<file path="config.mk">
export PLATFORM = sky130hd
export DESIGN_NAME = dyt_ifid_buffer
export DESIGN_NICKNAME = d
export VERILOG_FILES = /design/src/rtl/dyt_ifid_buffer.sv
export SDC_FILE = /design/constraint.sdc
export NUM_CORES = 1
export LEC_CHECK = 0
export CAP_MARGIN = 0
export CORE_MARGIN = 4
export CORE_UTILIZATION = 47
export CTS_BUF_LIST = sky130_fd_sc_hd__clkbuf_4
export DETAILED_ROUTE_END_ITERATION = 6
export PLACE_DENSITY_LB_ADDON = 0.3
export SLEW_MARGIN = 20
export SYNTH_ARGS = -nofsm -noshare
export SYNTH_HDL_FRONTEND = slang
export SYNTH_SLANG_ARGS = --single-unit
</file>
<file path="constraint.sdc">
create_clock -name clk -period 5.9 [get_ports clk]
set_clock_uncertainty 0.05 [all_clocks]
set_input_delay 1.77 -clock clk [delete_from_list [all_inputs] [get_ports clk]]
set_output_delay 1.77 -clock clk [all_outputs]
set_load 0.01 [all_outputs]
</file>
<file path="src/rtl/dyt_ifid_buffer.sv">
// rtl/dyt_ifid_buffer.sv - fetch-to-decode 2-entry skid buffer with flush, halt and stall counting
module dyt_ifid_buffer #(
    parameter int                WORD_W    = 32,
    parameter logic [WORD_W-1:0] NOP_INSN  = 32'h00000013,
    parameter logic [WORD_W-1:0] HALT_INSN = 32'hFFFFFFFF,
    parameter int                STALL_W   = 16
) (
    input  logic               clk,
    input  logic               rst,
    input  logic               fetch_valid_i,
    input  logic [WORD_W-1:0]  fetch_instruction_i,
    input  logic [WORD_W-1:0]  fetch_pc_i,
    output logic               fetch_ready_o,
    output logic               ifid_valid_o,
    output logic [WORD_W-1:0]  ifid_instruction_o,
    output logic [WORD_W-1:0]  ifid_pc_o,
    input  logic               decode_ready_i,
    input  logic               flush_i,
    output logic               halt_o,
    output logic [STALL_W-1:0] stall_cnt_o
);

    logic [1:0]        count;
    logic [WORD_W-1:0] e0_insn;
    logic [WORD_W-1:0] e0_pc;
    logic [WORD_W-1:0] e1_insn;
    logic [WORD_W-1:0] e1_pc;
    logic              push;
    logic              pop;

    // Handshake and head presentation; ready is built from registers only so decode
    // backpressure never reaches fetch combinationally.
    always_comb begin
        fetch_ready_o      = !rst && !halt_o && (count != 2'd2);
        ifid_valid_o       = !rst && (count != 2'd0);
        ifid_instruction_o = ifid_valid_o ? e0_insn : NOP_INSN;
        ifid_pc_o          = ifid_valid_o ? e0_pc : '0;
        push               = fetch_valid_i && fetch_ready_o;
        pop                = ifid_valid_o && decode_ready_i;
    end

    // Entry storage, occupancy, sticky halt and saturating stall counter.
    always_ff @(posedge clk) begin
        if (rst) begin
            count       <= 2'd0;
            e0_insn     <= '0;
            e0_pc       <= '0;
            e1_insn     <= '0;
            e1_pc       <= '0;
            halt_o      <= 1'b0;
            stall_cnt_o <= '0;
        end else begin
            if (fetch_valid_i && !fetch_ready_o && (stall_cnt_o != {STALL_W{1'b1}}))
                stall_cnt_o <= stall_cnt_o + 1'b1;

            if (flush_i) begin
                // Squash everything, including this cycle's push and pop.
                count <= 2'd0;
            end else begin
                if (pop && (e0_insn == HALT_INSN))
                    halt_o <= 1'b1;

                case ({push, pop})
                    2'b10: begin
                        if (count == 2'd0) begin
                            e0_insn <= fetch_instruction_i;
                            e0_pc   <= fetch_pc_i;
                        end else begin
                            e1_insn <= fetch_instruction_i;
                            e1_pc   <= fetch_pc_i;
                        end
                        count <= count + 2'd1;
                    end
                    2'b01: begin
                        e0_insn <= e1_insn;
                        e0_pc   <= e1_pc;
                        count   <= count - 2'd1;
                    end
                    2'b11: begin
                        // Only reachable with one entry: the new word replaces the head.
                        e0_insn <= fetch_instruction_i;
                        e0_pc   <= fetch_pc_i;
                    end
                    default: ;
                endcase
            end
        end
    end

    a_count_max: assert property (@(posedge clk) disable iff (rst) count <= 2'd2);
    a_nop_idle:  assert property (@(posedge clk) !ifid_valid_o |-> ifid_instruction_o == NOP_INSN);

endmodule

</file>
Word-level counts from Yosys, hierarchy flattened
Index checks and enable logic that the tools add are counted.

cells by class
  add/sub/neg operators = 3
  equal/unequal tests = 7
  muxes and demuxes = 7
  bitwise logic cells = 2
  reductions and logical operators = 19

operators by type and width
  cell                     number
  $pmux W32 S3             2
  $mux W32                 4
  $eq A32 B32 Y1 const B   1
  $add A16 B1 Y16 const B  1
  $ne A16 B16 Y1 const B   1
  $logic_and A1 B1 Y1      8
  $reduce_and A3 Y1        2
  $eq A2 B2 Y1 const B     2
  $ne A2 B2 Y1 const B     2
  $pmux W2 S2              1
  $reduce_bool A2 Y1       2
  $logic_not A1 Y1         3
  $reduce_bool A3 Y1       1
  $add A2 B1 Y2 const B    1
  $eq A2 B1 Y1 const B     1
  $logic_not A2 Y1         1
  $not A1 Y1               2
  $reduce_and A2 Y1        1
  $reduce_or A2 Y1         1
  $sub A2 B1 Y2 const B    1

word-level totals
  register bits after elaboration = 147
  bits of input ports = 69
  output and inout bits = 83
  word-level logic and storage cells = 45

Depth between registers and ports, before layout
  depth in word-level cells = 7
  gate-level depth with buffers = 9
  mapped depth without buffers = 8

Worst setup path after synthesis
No wires, ideal clock.

  path kind = input-to-output
  from = input rst
  to = output ifid_instruction_o[10]
  arrival time = 2.649 ns
  required time = 4.080 ns
  setup slack = 1.431 ns
  stages on the path = 4
  buffers on the path = 2
  cell sequence = o21ba_2 clkbuf_1 clkbuf_1 and2_1

on the way
  word-level cells in the longest chain between the ends = 3

RTL lines
  what                 RTL line  text
  start: declaration   9         input logic rst,
  $logic_not A1 Y1     35        ifid_valid_o = !rst && (count != 2'd0);
  $logic_and A1 B1 Y1  35
  $mux W32             36        ifid_instruction_o = ifid_valid_o ? e0_insn : NOP_INSN;
  end: declaration     15        output logic [WORD_W-1:0] ifid_instruction_o,

Every way passes these cells.

Final worst setup path
  from = input rst
  to = output ifid_pc_o[4]

on the way
  word-level cells in the longest chain between the ends = 3

RTL lines
  what                 RTL line  text
  $logic_not A1 Y1     35
  $logic_and A1 B1 Y1  35
  $mux W32             37        ifid_pc_o = ifid_valid_o ? e0_pc : '0;
  end: declaration     16        output logic [WORD_W-1:0] ifid_pc_o,

Every way passes these cells.

==> metrics <==
Crit Path Max Fanout=50; Crit path max-delay family=buffers and inverters; mapped cell area=roughly 0.0066 sq mm; Initial Utilization=approximately 49%; area leader, netlist=dfxtp_1; slowest CP cell=clkdlybuf4s50_1; residual DRC count=0; Hold Path Depth=2; stages on the worst setup path=5; Slew HR=34.1%; Clock Latency Late Sink=0.54 ns; Fin. Hold Viols=0; Post-Place Worst Slack=between 0.7 and 0.8 ns; maximum clock insertion buffer count=2; Worst Slack Setup Final=slightly below 0.8 ns; Total Die Area=~0.016 sq mm; Core Box Area=about 0.013 sq mm; Post-layout nets=between 900 and 1000; number of port buffers=around 150; Crit Path Class=primary input to output pin; Area Growth Syn to Fin=27.8%; syn_area_per_cell=around 8.5 sq um; Leak Pwr=between 0.002 and 0.003 uW; HPWL Detailed=10500 um; CP Cell Sequence=buf_4, o21ba_2, buf_12, and2_1, clkdlybuf4s50_1; CTS clk-pin slew, worst paths=around 0.11 ns; H-tree depth=4; initial antenna violation count=0; final worst path period share=a little under 90%; vias per inst=between 5 and 6; pin count of the biggest net entering global routing=95; Final Core Density=between 60 and 70%; Hold WC Path Type=flip-flop to flip-flop; power per cell area=~210 mW/mm^2; number of synthesized flops with an enable pin=0; asr flop ratio synth=0%; post-synth net total=approximately 840; CTS buffer count=17; RSZ-0062 raised after global routing=false; setup_tns=0 ns; num rows=42; Layout fillers=1162; sequential area share after synthesis=approximately 45%; vias in the first global route=between 5000 and 6000; clk root buf=clkbuf_4; global-route wire length before repair=roughly 26000 um; total track usage=19.9%; clock sinks=around 150; count of state elements after synthesis=approximately 150; Startpoint Class=primary input; CP bufs+invs=3; worst path required time=approximately 4.1 ns; status=finished, final reports clean; Primary FF master, synth=dfxtp_1; drt first pass iters=5; dpl cells=between 1000 and 1500; layout cell share with drive strength beyond 1=roughly 5.4%; reg2reg path depth=9; f_max=~0.20 GHz; WL/cell=approximately 15 um; Post-CTS Setup Inserts=0; Final Wtd Congestion=about 0.78; CP Data Arrival Time=~3.3 ns; routed wire length=approximately 16000 um; Tightest Pin Transition=0.988 ns; Die Ht=roughly 130 um; starting DRC count in detailed routing=about 380; Setup crit end kind=output pin; Setup violations, final=0; Final min period=just over 5 ns; post_cts resized=0; CTS tree=done; Post-Layout Cell Count=approximately 1100; Max-Cap Viols=0; Ys Warns=0; most area-consuming cells after synthesis=dfxtp_1, mux2i_1, nand2_1; Cells after Synth=770; die width=roughly 130 um; Post-CTS Hold Fix Bufs=0; Yosys top cell area share=44.9%; fin. max-slew vios=0; Synth cell types=50; grt ovf=0; DRT antenna net count=0; Ports=152; slowest cell delay on critical path=around 0.55 ns; Worst VDD drop=between 0.15 and 0.2 mV; via count=roughly 5700; diode count=0
[synth_stat cells (all sizes together), types with 2 or more instances]
master,count
or3,3
mux2i,65
buf,18
xnor2,2
nor2b,4
dfxtp,147
nand2b,4
nor3,6
o41ai,3
o31ai,2
clkbuf,41
nor4,5
a211oi,64
a21oi,74
or4,3
mux2,3
and3,2
nor2,73
nor3b,2
o21ai,6
o21ba,2
and2,63
inv,7
ha,4
nand2,133
nand4,12
nand3,8
or2,2
[worst paths after layout]
path	startpoint	end	slack (ns)
setup / recovery	rst	ifid_pc_o[4]	0.79
hold reg to reg	e1_pc[24]$_SDFFE_PP0P_	e1_pc[24]$_SDFFE_PP0P_	0.41
hold / removal	e1_pc[24]$_SDFFE_PP0P_	e1_pc[24]$_SDFFE_PP0P_	0.41
setup reg to reg	count[1]$_SDFFE_PP0P_	e1_pc[14]$_SDFFE_PP0P_	2.84
[power by group]
group          switching [uW]  total, uW  internal [uW]
combinational            84.2        171           87.2
clock                     333        541            208
sequential               19.9       1040           1020
[worst min-delay path: stages, from the launching register on]
cell	delay, ns
dfxtp_1	0.32
nand2_1	0.05
a21oi_1	0.05
[flip-flops by register name, summed over array words and instances, names as in the netlist]
signal and count:
halt_o 1, count 2, e1_insn 32, e0_pc 32, stall_cnt_o 16, e1_pc 32, e0_insn 32
[through the flow]
stage          power (uW)  cell area (sq um)  hold slack [ns]
2_1_floorplan        1150               6560            0.386
3_3_place_gp         1230               8170            0.391
3_5_place_dp         1240               8170            0.396
4_1_cts              1770               8390            0.412
5_1_grt              1840               8390            0.425
6_report             1750               8390            0.410
[cells by family (layout without fill, tap and decap cells)]
family	after synthesis	after routing	share of synthesized area, %
XOR/XNOR	3	3	0.401
AND/OR/NAND/NOR	323	323	23.5
adder cells (fa/ha/maj)	4	4	0.763
multiplexers	68	68	10.5
AO/OA/AOI/OAI	159	159	15.8
flip-flops	147	147	44.9
buffers and inverters	66	200	4.14
[placed cells by master (no fill, tap or decap), types with 7 or more instances in the layout]
cell type	Yosys	final
buf_4	1	11
and2_1	63	63
dfxtp_1	147	147
mux2i_1	65	65
a211oi_1	64	64
a21oi_1	74	74
clkdlybuf4s50_1	0	150
clkbuf_4	0	20
nand2_1	133	133
clkinv_1	0	8
nand3_1	8	8
nor2_1	73	72
nand4_1	10	10
inv_1	7	7
[layer usage]
metal / GRT usage, % / up-vias / routed length, um
li1: - / 2917 / -
met1: 26.3 / 2689 / 7500
met2: 31.6 / 127 / 7520
met3: 5.08 / 15 / 762
met4: 7.26 / 0 / 200
met5: 0 / - / 0
[layout make-up]
class | instances | area, sq um | share of cell area [%]
sequential | 147 | 2940 | 35.1
multi-input combinational | 557 | 3370 | 40.2
clock buffer | 20 | 150 | 1.79
timing repair buffer | 162 | 1600 | 19.1
clock inverter | 11 | 70.1 | 0.836
tap | 176 | 220 | 2.63
inverter | 7 | 26.3 | 0.313
Power figures use the tool's default switching activity.
